==> config.mk <==
export PLATFORM = sky130hd
export DESIGN_NAME = pixel_array_seq
export DESIGN_NICKNAME = d
export VERILOG_FILES = /design/src/rtl/pixel_seq_pkg.sv /design/src/rtl/pixel_strobe_gen.sv /design/src/rtl/pixel_array_seq.sv
export SDC_FILE = /design/constraint.sdc
export NUM_CORES = 1
export LEC_CHECK = 0
export CORE_UTILIZATION = 44
export CTS_BUF_LIST = sky130_fd_sc_hd__clkbuf_8
export DETAILED_ROUTE_END_ITERATION = 10
export PLACE_DENSITY = 0.64
export RECOVER_POWER = 25
export SLEW_MARGIN = 5
export SYNTH_ARGS = -nofsm -noshare
export SYNTH_HDL_FRONTEND = slang
export SYNTH_SLANG_ARGS = --single-unit
==> constraint.sdc <==
create_clock -name Clk -period 2.8 [get_ports Clk]
set_clock_uncertainty 0.15 [all_clocks]
set_input_delay 0.56 -clock Clk [delete_from_list [all_inputs] [get_ports Clk]]
set_output_delay 0.56 -clock Clk [all_outputs]
set_load 0.01 [all_outputs]
==> src/rtl/pixel_seq_pkg.sv <==
// pixel_seq_pkg
//   Shared types and default constants for the pixel array frame sequencer.
//   Contents:
//     seq_state_t   frame sequencer states
//     DEF_*         default parameter values for pixel_array_seq
//     maxInt        helper used to size shared pulse counters
package pixel_seq_pkg;

  typedef enum logic [2:0] {
    IDLE,
    FLUSH,
    CLEAR,
    RAMP,
    STOP,
    READOUT,
    DONE
  } seq_state_t;

  localparam int DEF_NUM_PIX    = 8;
  localparam int DEF_CNT_BITS   = 10;
  localparam int DEF_RAMP_STEPS = 1023;
  localparam int DEF_CLR_CYC    = 2;

  function automatic int maxInt(input int a, input int b);
    return (a > b) ? a : b;
  endfunction

endpackage

==> src/rtl/pixel_strobe_gen.sv <==
// pixel_strobe_gen
//   Generates a burst of Sh_clk pulses, each one clock high and one clock low,
//   for as long as i_en stays high. Dropping i_en restarts the burst.
//   Ports:
//     i_clk     system clock
//     i_rst     synchronous active-high reset
//     i_en      burst enable; low clears the generator
//     i_count   number of pulses in the burst
//     o_sh_clk  registered strobe output
//     o_rise    high in the cycle whose closing edge drives o_sh_clk 0->1
//     o_last    high while the final pulse of the burst is high
module pixel_strobe_gen #(
  parameter int CW = 8
) (
  input  logic          i_clk,
  input  logic          i_rst,
  input  logic          i_en,
  input  logic [CW-1:0] i_count,
  output logic          o_sh_clk,
  output logic          o_rise,
  output logic          o_last
);

  logic          r_phase;
  logic [CW-1:0] r_cnt;

  // r_phase=0 means the next edge raises the strobe, r_phase=1 lowers it.
  // r_cnt counts pulses already raised in this burst.
  always_ff @(posedge i_clk) begin
    if (i_rst || !i_en) begin
      r_phase  <= 1'b0;
      r_cnt    <= '0;
      o_sh_clk <= 1'b0;
    end else if (!r_phase) begin
      r_phase  <= 1'b1;
      r_cnt    <= r_cnt + 1'b1;
      o_sh_clk <= 1'b1;
    end else begin
      r_phase  <= 1'b0;
      o_sh_clk <= 1'b0;
    end
  end

  assign o_rise = i_en && !r_phase;
  assign o_last = r_phase && (r_cnt == i_count);

endmodule

==> src/rtl/pixel_array_seq.sv <==
// pixel_array_seq
//   Frame sequencer for a serial chain of NUM_PIX in-pixel XNOR-LFSR counters.
//   Sequences clear, count and readout of the chain and deserialises Ser_Out
//   into one CNT_BITS word per pixel.
//   Optional feature macro: PIXSEQ_ABORT_EN (adds the Abort input).
//   Ports:
//     Clk, Rst    clock and synchronous active-high reset
//     Start       frame request, honoured only in IDLE
//     Ser_Out     serial output of the last pixel in the chain
//     clr_FF      clears pixel SR latches
//     Pix_clk     force-stop pulse at the end of the count phase
//     Phase3      selects gated Sh_clk as the pixel count clock
//     Shift       selects readout mode
//     Sh_clk      shared strobe to the chain
//     Ser_in      serial input of the first pixel, tied low
//     Busy        high whenever the sequencer is not idle
//     Data_out    deserialised pixel word
//     Data_valid  one-cycle qualifier for Data_out/Pix_idx
//     Pix_idx     chain position of Data_out, 0 nearest Ser_Out
//     Done        one-cycle end-of-frame pulse
//     Abort       (PIXSEQ_ABORT_EN only) abandons the current frame
module pixel_array_seq
  import pixel_seq_pkg::*;
#(
  parameter int NUM_PIX    = DEF_NUM_PIX,
  parameter int CNT_BITS   = DEF_CNT_BITS,
  parameter int RAMP_STEPS = DEF_RAMP_STEPS,
  parameter int CLR_CYC    = DEF_CLR_CYC
) (
  input  logic                       Clk,
  input  logic                       Rst,
  input  logic                       Start,
  input  logic                       Ser_Out,
  output logic                       clr_FF,
  output logic                       Pix_clk,
  output logic                       Phase3,
  output logic                       Shift,
  output logic                       Sh_clk,
  output logic                       Ser_in,
  output logic                       Busy,
  output logic [CNT_BITS-1:0]        Data_out,
  output logic                       Data_valid,
  output logic [$clog2(NUM_PIX)-1:0] Pix_idx,
  output logic                       Done
`ifdef PIXSEQ_ABORT_EN
  ,
  input  logic                       Abort
`endif
);

  localparam int READ_PULSES = NUM_PIX * CNT_BITS;
  localparam int PCW = $clog2(maxInt(RAMP_STEPS, READ_PULSES)) + 1;
  localparam int CCW = $clog2(CLR_CYC) + 1;
  localparam int BCW = $clog2(CNT_BITS) + 1;
  localparam int PIW = $clog2(NUM_PIX);
  localparam int PXW = $clog2(NUM_PIX) + 1;

  seq_state_t            r_state;
  seq_state_t            w_nextState;
  logic                  r_seeded;
  logic                  r_abortFlush;
  logic                  r_suppress;
  logic [CCW-1:0]        r_clrCnt;
  logic [BCW-1:0]        r_bitCnt;
  logic [PXW-1:0]        r_pixCnt;
  logic [CNT_BITS-2:0]   r_shreg;
  logic                  w_abort;
  logic                  w_pulseState;
  logic                  w_genEn;
  logic [PCW-1:0]        w_count;
  logic                  w_rise;
  logic                  w_last;

`ifdef PIXSEQ_ABORT_EN
  assign w_abort = Abort;
`else
  assign w_abort = 1'b0;
`endif

  assign Ser_in = 1'b0;

  assign w_pulseState = (r_state == FLUSH) || (r_state == RAMP) || (r_state == READOUT);
  // The generator is released on the cycle the state is about to change, so an
  // abort jump from RAMP into FLUSH starts a fresh burst instead of continuing
  // the count burst, and no Sh_clk rise lands on the cycle Shift switches.
  assign w_genEn = w_pulseState && (w_nextState == r_state);
  assign w_count = (r_state == RAMP) ? PCW'(RAMP_STEPS) : PCW'(READ_PULSES);

  pixel_strobe_gen #(
    .CW(PCW)
  ) u_strobe (
    .i_clk   (Clk),
    .i_rst   (Rst),
    .i_en    (w_genEn),
    .i_count (w_count),
    .o_sh_clk(Sh_clk),
    .o_rise  (w_rise),
    .o_last  (w_last)
  );

  // Next-state logic. Phase lengths come from the strobe generator's last-pulse
  // flag and the clear-cycle counter.
  always_comb begin
    w_nextState = r_state;
    case (r_state)
      IDLE:    if (Start) w_nextState = r_seeded ? CLEAR : FLUSH;
      FLUSH:   if (w_last) w_nextState = r_abortFlush ? IDLE : CLEAR;
      CLEAR: begin
        if (w_abort) w_nextState = FLUSH;
        else if (r_clrCnt == CCW'(CLR_CYC - 1)) w_nextState = RAMP;
      end
      RAMP: begin
        if (w_abort) w_nextState = FLUSH;
        else if (w_last) w_nextState = STOP;
      end
      STOP:    w_nextState = w_abort ? FLUSH : READOUT;
      READOUT: if (w_last) w_nextState = (r_suppress || w_abort) ? IDLE : DONE;
      DONE:    w_nextState = IDLE;
      default: w_nextState = IDLE;
    endcase
  end

  // State register plus registered control outputs, all decoded from the next
  // state so they line up with the state they belong to.
  always_ff @(posedge Clk) begin
    if (Rst) begin
      r_state      <= IDLE;
      r_seeded     <= 1'b0;
      r_abortFlush <= 1'b0;
      r_suppress   <= 1'b0;
      r_clrCnt     <= '0;
      clr_FF       <= 1'b0;
      Pix_clk      <= 1'b0;
      Phase3       <= 1'b0;
      Shift        <= 1'b0;
      Busy         <= 1'b0;
      Done         <= 1'b0;
    end else begin
      r_state  <= w_nextState;
      clr_FF   <= (w_nextState == CLEAR);
      Pix_clk  <= (w_nextState == STOP);
      Phase3   <= (w_nextState == RAMP) || (w_nextState == STOP);
      Shift    <= (w_nextState == FLUSH) || (w_nextState == READOUT);
      Busy     <= (w_nextState != IDLE);
      Done     <= (w_nextState == DONE);
      r_clrCnt <= ((r_state == CLEAR) && (w_nextState == CLEAR)) ? r_clrCnt + 1'b1 : '0;
      if ((r_state == FLUSH) && (w_nextState != FLUSH)) r_seeded <= 1'b1;
      if (r_state == IDLE) r_abortFlush <= 1'b0;
      else if ((r_state != FLUSH) && (w_nextState == FLUSH)) r_abortFlush <= 1'b1;
      if (r_state == IDLE) r_suppress <= 1'b0;
      else if ((r_state == READOUT) && w_abort) r_suppress <= 1'b1;
    end
  end

  // Deserialiser: Ser_Out is captured on the edge that raises Sh_clk, so the
  // bit taken is the one the chain presented before shifting.
  always_ff @(posedge Clk) begin
    if (Rst) begin
      r_bitCnt   <= '0;
      r_pixCnt   <= '0;
      r_shreg    <= '0;
      Data_out   <= '0;
      Pix_idx    <= '0;
      Data_valid <= 1'b0;
    end else begin
      Data_valid <= 1'b0;
      if (r_state != READOUT) begin
        r_bitCnt <= '0;
        r_pixCnt <= '0;
      end else if (w_rise) begin
        r_shreg <= {r_shreg[CNT_BITS-3:0], Ser_Out};
        if (r_bitCnt == BCW'(CNT_BITS - 1)) begin
          r_bitCnt <= '0;
          r_pixCnt <= r_pixCnt + 1'b1;
          if (!(r_suppress || w_abort)) begin
            Data_valid <= 1'b1;
            Data_out   <= {r_shreg, Ser_Out};
            Pix_idx    <= r_pixCnt[PIW-1:0];
          end
        end else begin
          r_bitCnt <= r_bitCnt + 1'b1;
        end
      end
    end
  end

endmodule

==> reports/qor.log <==
[clock_tree] number of clock buffers inserted by TritonCTS 5
[drt] iteration count of the initial detailed-routing pass 4
[timing] aggregate negative setup slack 0 ns
[power_and_ir_drop] cell-internal power 1080 uW
[yosys] sequential-to-total area share from yosys stat 0.474
[timing] measured slew at the worst slew-check pin 1.52 ns
[worst_setup_path] Reg-to-Reg End Pix_idx[0]
[worst_setup_path] register-to-register setup slack 0.41 ns
[cells_and_area] multi-input combinational cell area 1150 um^2
[worst_setup_path] CP arrival 2.51 ns
[clock_tree] Clock H-tree levels 2
[worst_setup_path] crit path cell chain clkdlybuf4s50_1 -> clkbuf_1 -> nor2b_1 -> o221a_2
[power_and_ir_drop] Logic pwr share 0.034
[drt] post-detailed-route DRC marker count 0
[global_routing] antenna violations before repair 0
[floorplanning] floorplan die width 75.4 um
[power_and_ir_drop] switching power as a share of total power 0.206
[yosys] Post-synth EDFFs 0
[yosys] count of warnings emitted by yosys 0
[worst_setup_path] stage delay of the slowest cell on the critical path 1.11 ns
[timing] maximum achievable frequency 406 MHz
[power_and_ir_drop] part of the total power dissipated in the clock network 0.372
[global_routing] grt total ovfl 0
[yosys] synthesized netlist net count 283
[clock_tree] number of gates given a new drive strength after cts 0
[power_and_ir_drop] worst vdd rail ir drop 263 uV
[yosys] top cell type's share of synthesized area 0.474
[outcome] run status finished with violations
[worst_setup_path] launch instance of the worst register-to-register path r_bitCnt[0]
[global_routing] vias in the first global route 1690
[placed_design] Final GP Congestion 0.862
[cells_and_area] final non-filler cell area 2760 um^2
[worst_hold_path] critical hold path startpoint Data_out[5]
[cells_and_area] layout filler cell count 518
[floorplanning] I/O pin count 26
[yosys] Synth area leader dfxtp_1
[global_routing] Overall Global Routing Usage 0.167
[drt] post-detailed-routing wire length 4310 um
[worst_setup_path] critical path required time 2.85 ns
[floorplanning] Floorplan Core Area 5140 um^2
[worst_hold_path] hold path endpoint Data_out[5]
[cells_and_area] proportion of layout cells with a drive suffix above 1 0.0653
[outcome] violated checks capacitance limit, slew limit
[clock_tree] # hold bufs at CTS 0
[power_and_ir_drop] P per Cell Area 495 nW/um^2
[worst_setup_path] class of the most critical setup path in2reg
[worst_setup_path] slowest CP cell clkbuf_1
[timing] hold violation total from the final report 0
[run] max capacitance violation total 1
[yosys] async set or reset register ratio after synthesis 0
[timing] setup violators final 0
[yosys] average cell area after synthesis 8.64 um^2
[floorplanning] die height 75.4 um
[drt] number of vias in the routed layout 1844
[yosys] distinct cell type count after synthesis 49
[timing] period utilization 0.880
[timing] Final Slew Violations 36
[floorplanning] initial standard-cell utilization of the core 0.461
[placed_design] cell area reported after detailed placement 2660 um^2
[clock_tree] clk buf depth 2
[cells_and_area] NumNets Final 299
[yosys] biggest area contributors in the synthesized netlist dfxtp_1 47%, nand2_1 6.5%, a21oi_1 5.3%
[power_and_ir_drop] overall power consumption 1360 uW
[cells_and_area] Inserted Diodes 0
[global_routing] first-pass GRT wire length 7350 um
[worst_setup_path] Critical Path Start Type input port
[drt] antenna-violating nets left 0
[power_and_ir_drop] sequential share of power 0.594
[clock_tree] clk root buf clkbuf_8
[global_routing] maximum number of pins on one net before global-route repair 36
[yosys] register bit count reported by yosys 56
[timing] final worst path period need 2.46 ns
[worst_setup_path] path depth of the worst reg2reg path 5
[worst_hold_path] worst hold path type reg2reg
[worst_hold_path] cell depth of the worst hold path 2
[floorplanning] floorplan die area 5680 um^2
[clock_tree] CTS tree yes
[clock_tree] clock latency of the later-clocked register in the worst-skew pair 0.30 ns
[timing] unrepaired setup endpoints after global routing false
[cells_and_area] register cell area after layout 1120 um^2
[cells_and_area] synthesis-to-finish area growth 16.4%
[yosys] Post-synth top flop dfxtp_1
[yosys] synthesized instance count 274
[clock_tree] post-CTS clock slew at the launch and capture registers of the worst setup and hold paths 0.10 ns
[worst_setup_path] Crit Path Max Fanout 35
[power_and_ir_drop] total leakage power 0.000924 uW
[power_and_ir_drop] Psw 281 uW
[yosys] most numerous cell in the Yosys netlist dfxtp_1
[yosys] post-synthesis instance area 2370 um^2
[clock_tree] # Post-CTS Setup Buffers 0
[placed_design] Port Buffers 24
[drt] violation count after the first detailed-routing iteration 92
[timing] headroom to the max-slew limit -0.0115
[yosys] commonest cells in the netlist 56 x dfxtp_1, 41 x nand2_1, 25 x a21oi_1, 25 x nor2_1, 19 x nand3_1
[worst_setup_path] endpoint type of the worst setup path flop
[clock_tree] Sink Count 56
[placed_design] Detail Placement HPWL 2930 um
[drt] mean routed wirelength per cell 11.9 um
[drt] vias per cell 5.11
[floorplanning] number of placement rows 26
## stage by stage
step / std cells / worst slack, ns / util / hold WS (ns)
after floorplan: 274 / 0.787 / - / 0.284
after global placement: 353 / 0.506 / 0.517 / 0.293
after detailed placement: 353 / 0.491 / 0.517 / 0.296
after CTS: 361 / 0.459 / 0.538 / 0.310
after global routing: 361 / 0.174 / 0.536 / 0.322
final: 361 / 0.336 / 0.536 / 0.304
## state kept, by name (all words and copies together) (netlist names)
name and cells:
r_state 3, Done 1, r_bitCnt 5, Shift 1, Pix_clk 1, u_strobe.r_cnt 11, r_seeded 1, r_abortFlush 1
Data_valid 1, r_shreg 9, r_clrCnt 2, Pix_idx 3, clr_FF 1, u_strobe.o_sh_clk 1, Busy 1, Phase3 1
r_pixCnt 3, Data_out 10
## cell type report
class / count / area share
Timing Repair Buffer: 27 / 0.0940
Clock inverter: 3 / 0.0141
Tap cell: 70 / 0.0318
Multi-Input combinational cell: 192 / 0.418
Clock buffer: 5 / 0.0250
Sequential cell: 56 / 0.407
Inverter: 8 / 0.0109
## metal layers
metal,vias to the layer above,wire length [um],global-route usage
met5,-,0,0
met4,0,52,0.0514
met3,5,136,0.0410
met2,23,1950,0.270
met1,842,2170,0.220
li1,974,-,-
## how the worst max path moves through the flow
| stage | from | endpoint | slack [ns] | cells past startpoint |
|---|---|---|---|---|
| after floorplan | u_strobe.o_sh_clk | u_strobe.r_cnt[0] | 0.79 | 6 |
| after global placement | r_state[1] | Shift | 0.51 | 4 |
| after detailed placement | r_state[1] | clr_FF | 0.49 | 4 |
| after CTS | r_state[1] | clr_FF | 0.46 | 4 |
| after global routing | Rst | Busy | 0.17 | 4 |
| final | Rst | Shift | 0.34 | 4 |
## cells in the final DEF, fill, tap and decap left out, types with 2 or more instances in the layout
master and n:
clkbuf_8 5, a21oi_1 25, xor2_1 10, nand2_1 41
nor2_1 25, inv_1 9, nand4b_1 3, or4_1 2
nand3_1 19, xnor2_1 7, or3_1 2, dfxtp_1 56
nor2b_1 5, ha_1 5, nand4_1 5, dlygate4sd3_1 8
buf_4 2, clkdlybuf4s50_1 16, nand2b_1 4, nor4_1 6
nor3_1 4, mux2i_1 2
## power groups by stage
stage | sequential [uW] | clock, uW | combinational (uW)
after detailed placement | 828 | 0 | 48.5
after floorplan | 824 | 0 | 36.3
after global routing | 811 | 557 | 52.4
after global placement | 828 | 0 | 48.8
final | 809 | 507 | 46.9
after CTS | 810 | 532 | 48.8
## critical path, delay by kind of cell
family                 cells  cell delay, ns
AOI/OAI and AO/OA          1            0.20
buffers and inverters      2            1.58
and+or+nand+nor            1            0.17
## cell families (layout without fill, tap and decap cells)
kind of cell / Yosys count / in the layout / synth area share
flops: 56 / 56 / 0.474
fa+ha+maj: 5 / 5 / 0.0264
mux: 2 / 2 / 0.00846
other cells: 1 / 1 / 0.00158
xor+xnor: 17 / 17 / 0.0629
compound gates: 40 / 40 / 0.109
buf+inv: 26 / 43 / 0.0465
simple gates: 127 / 127 / 0.271
(Power assumes the default switching activity.)
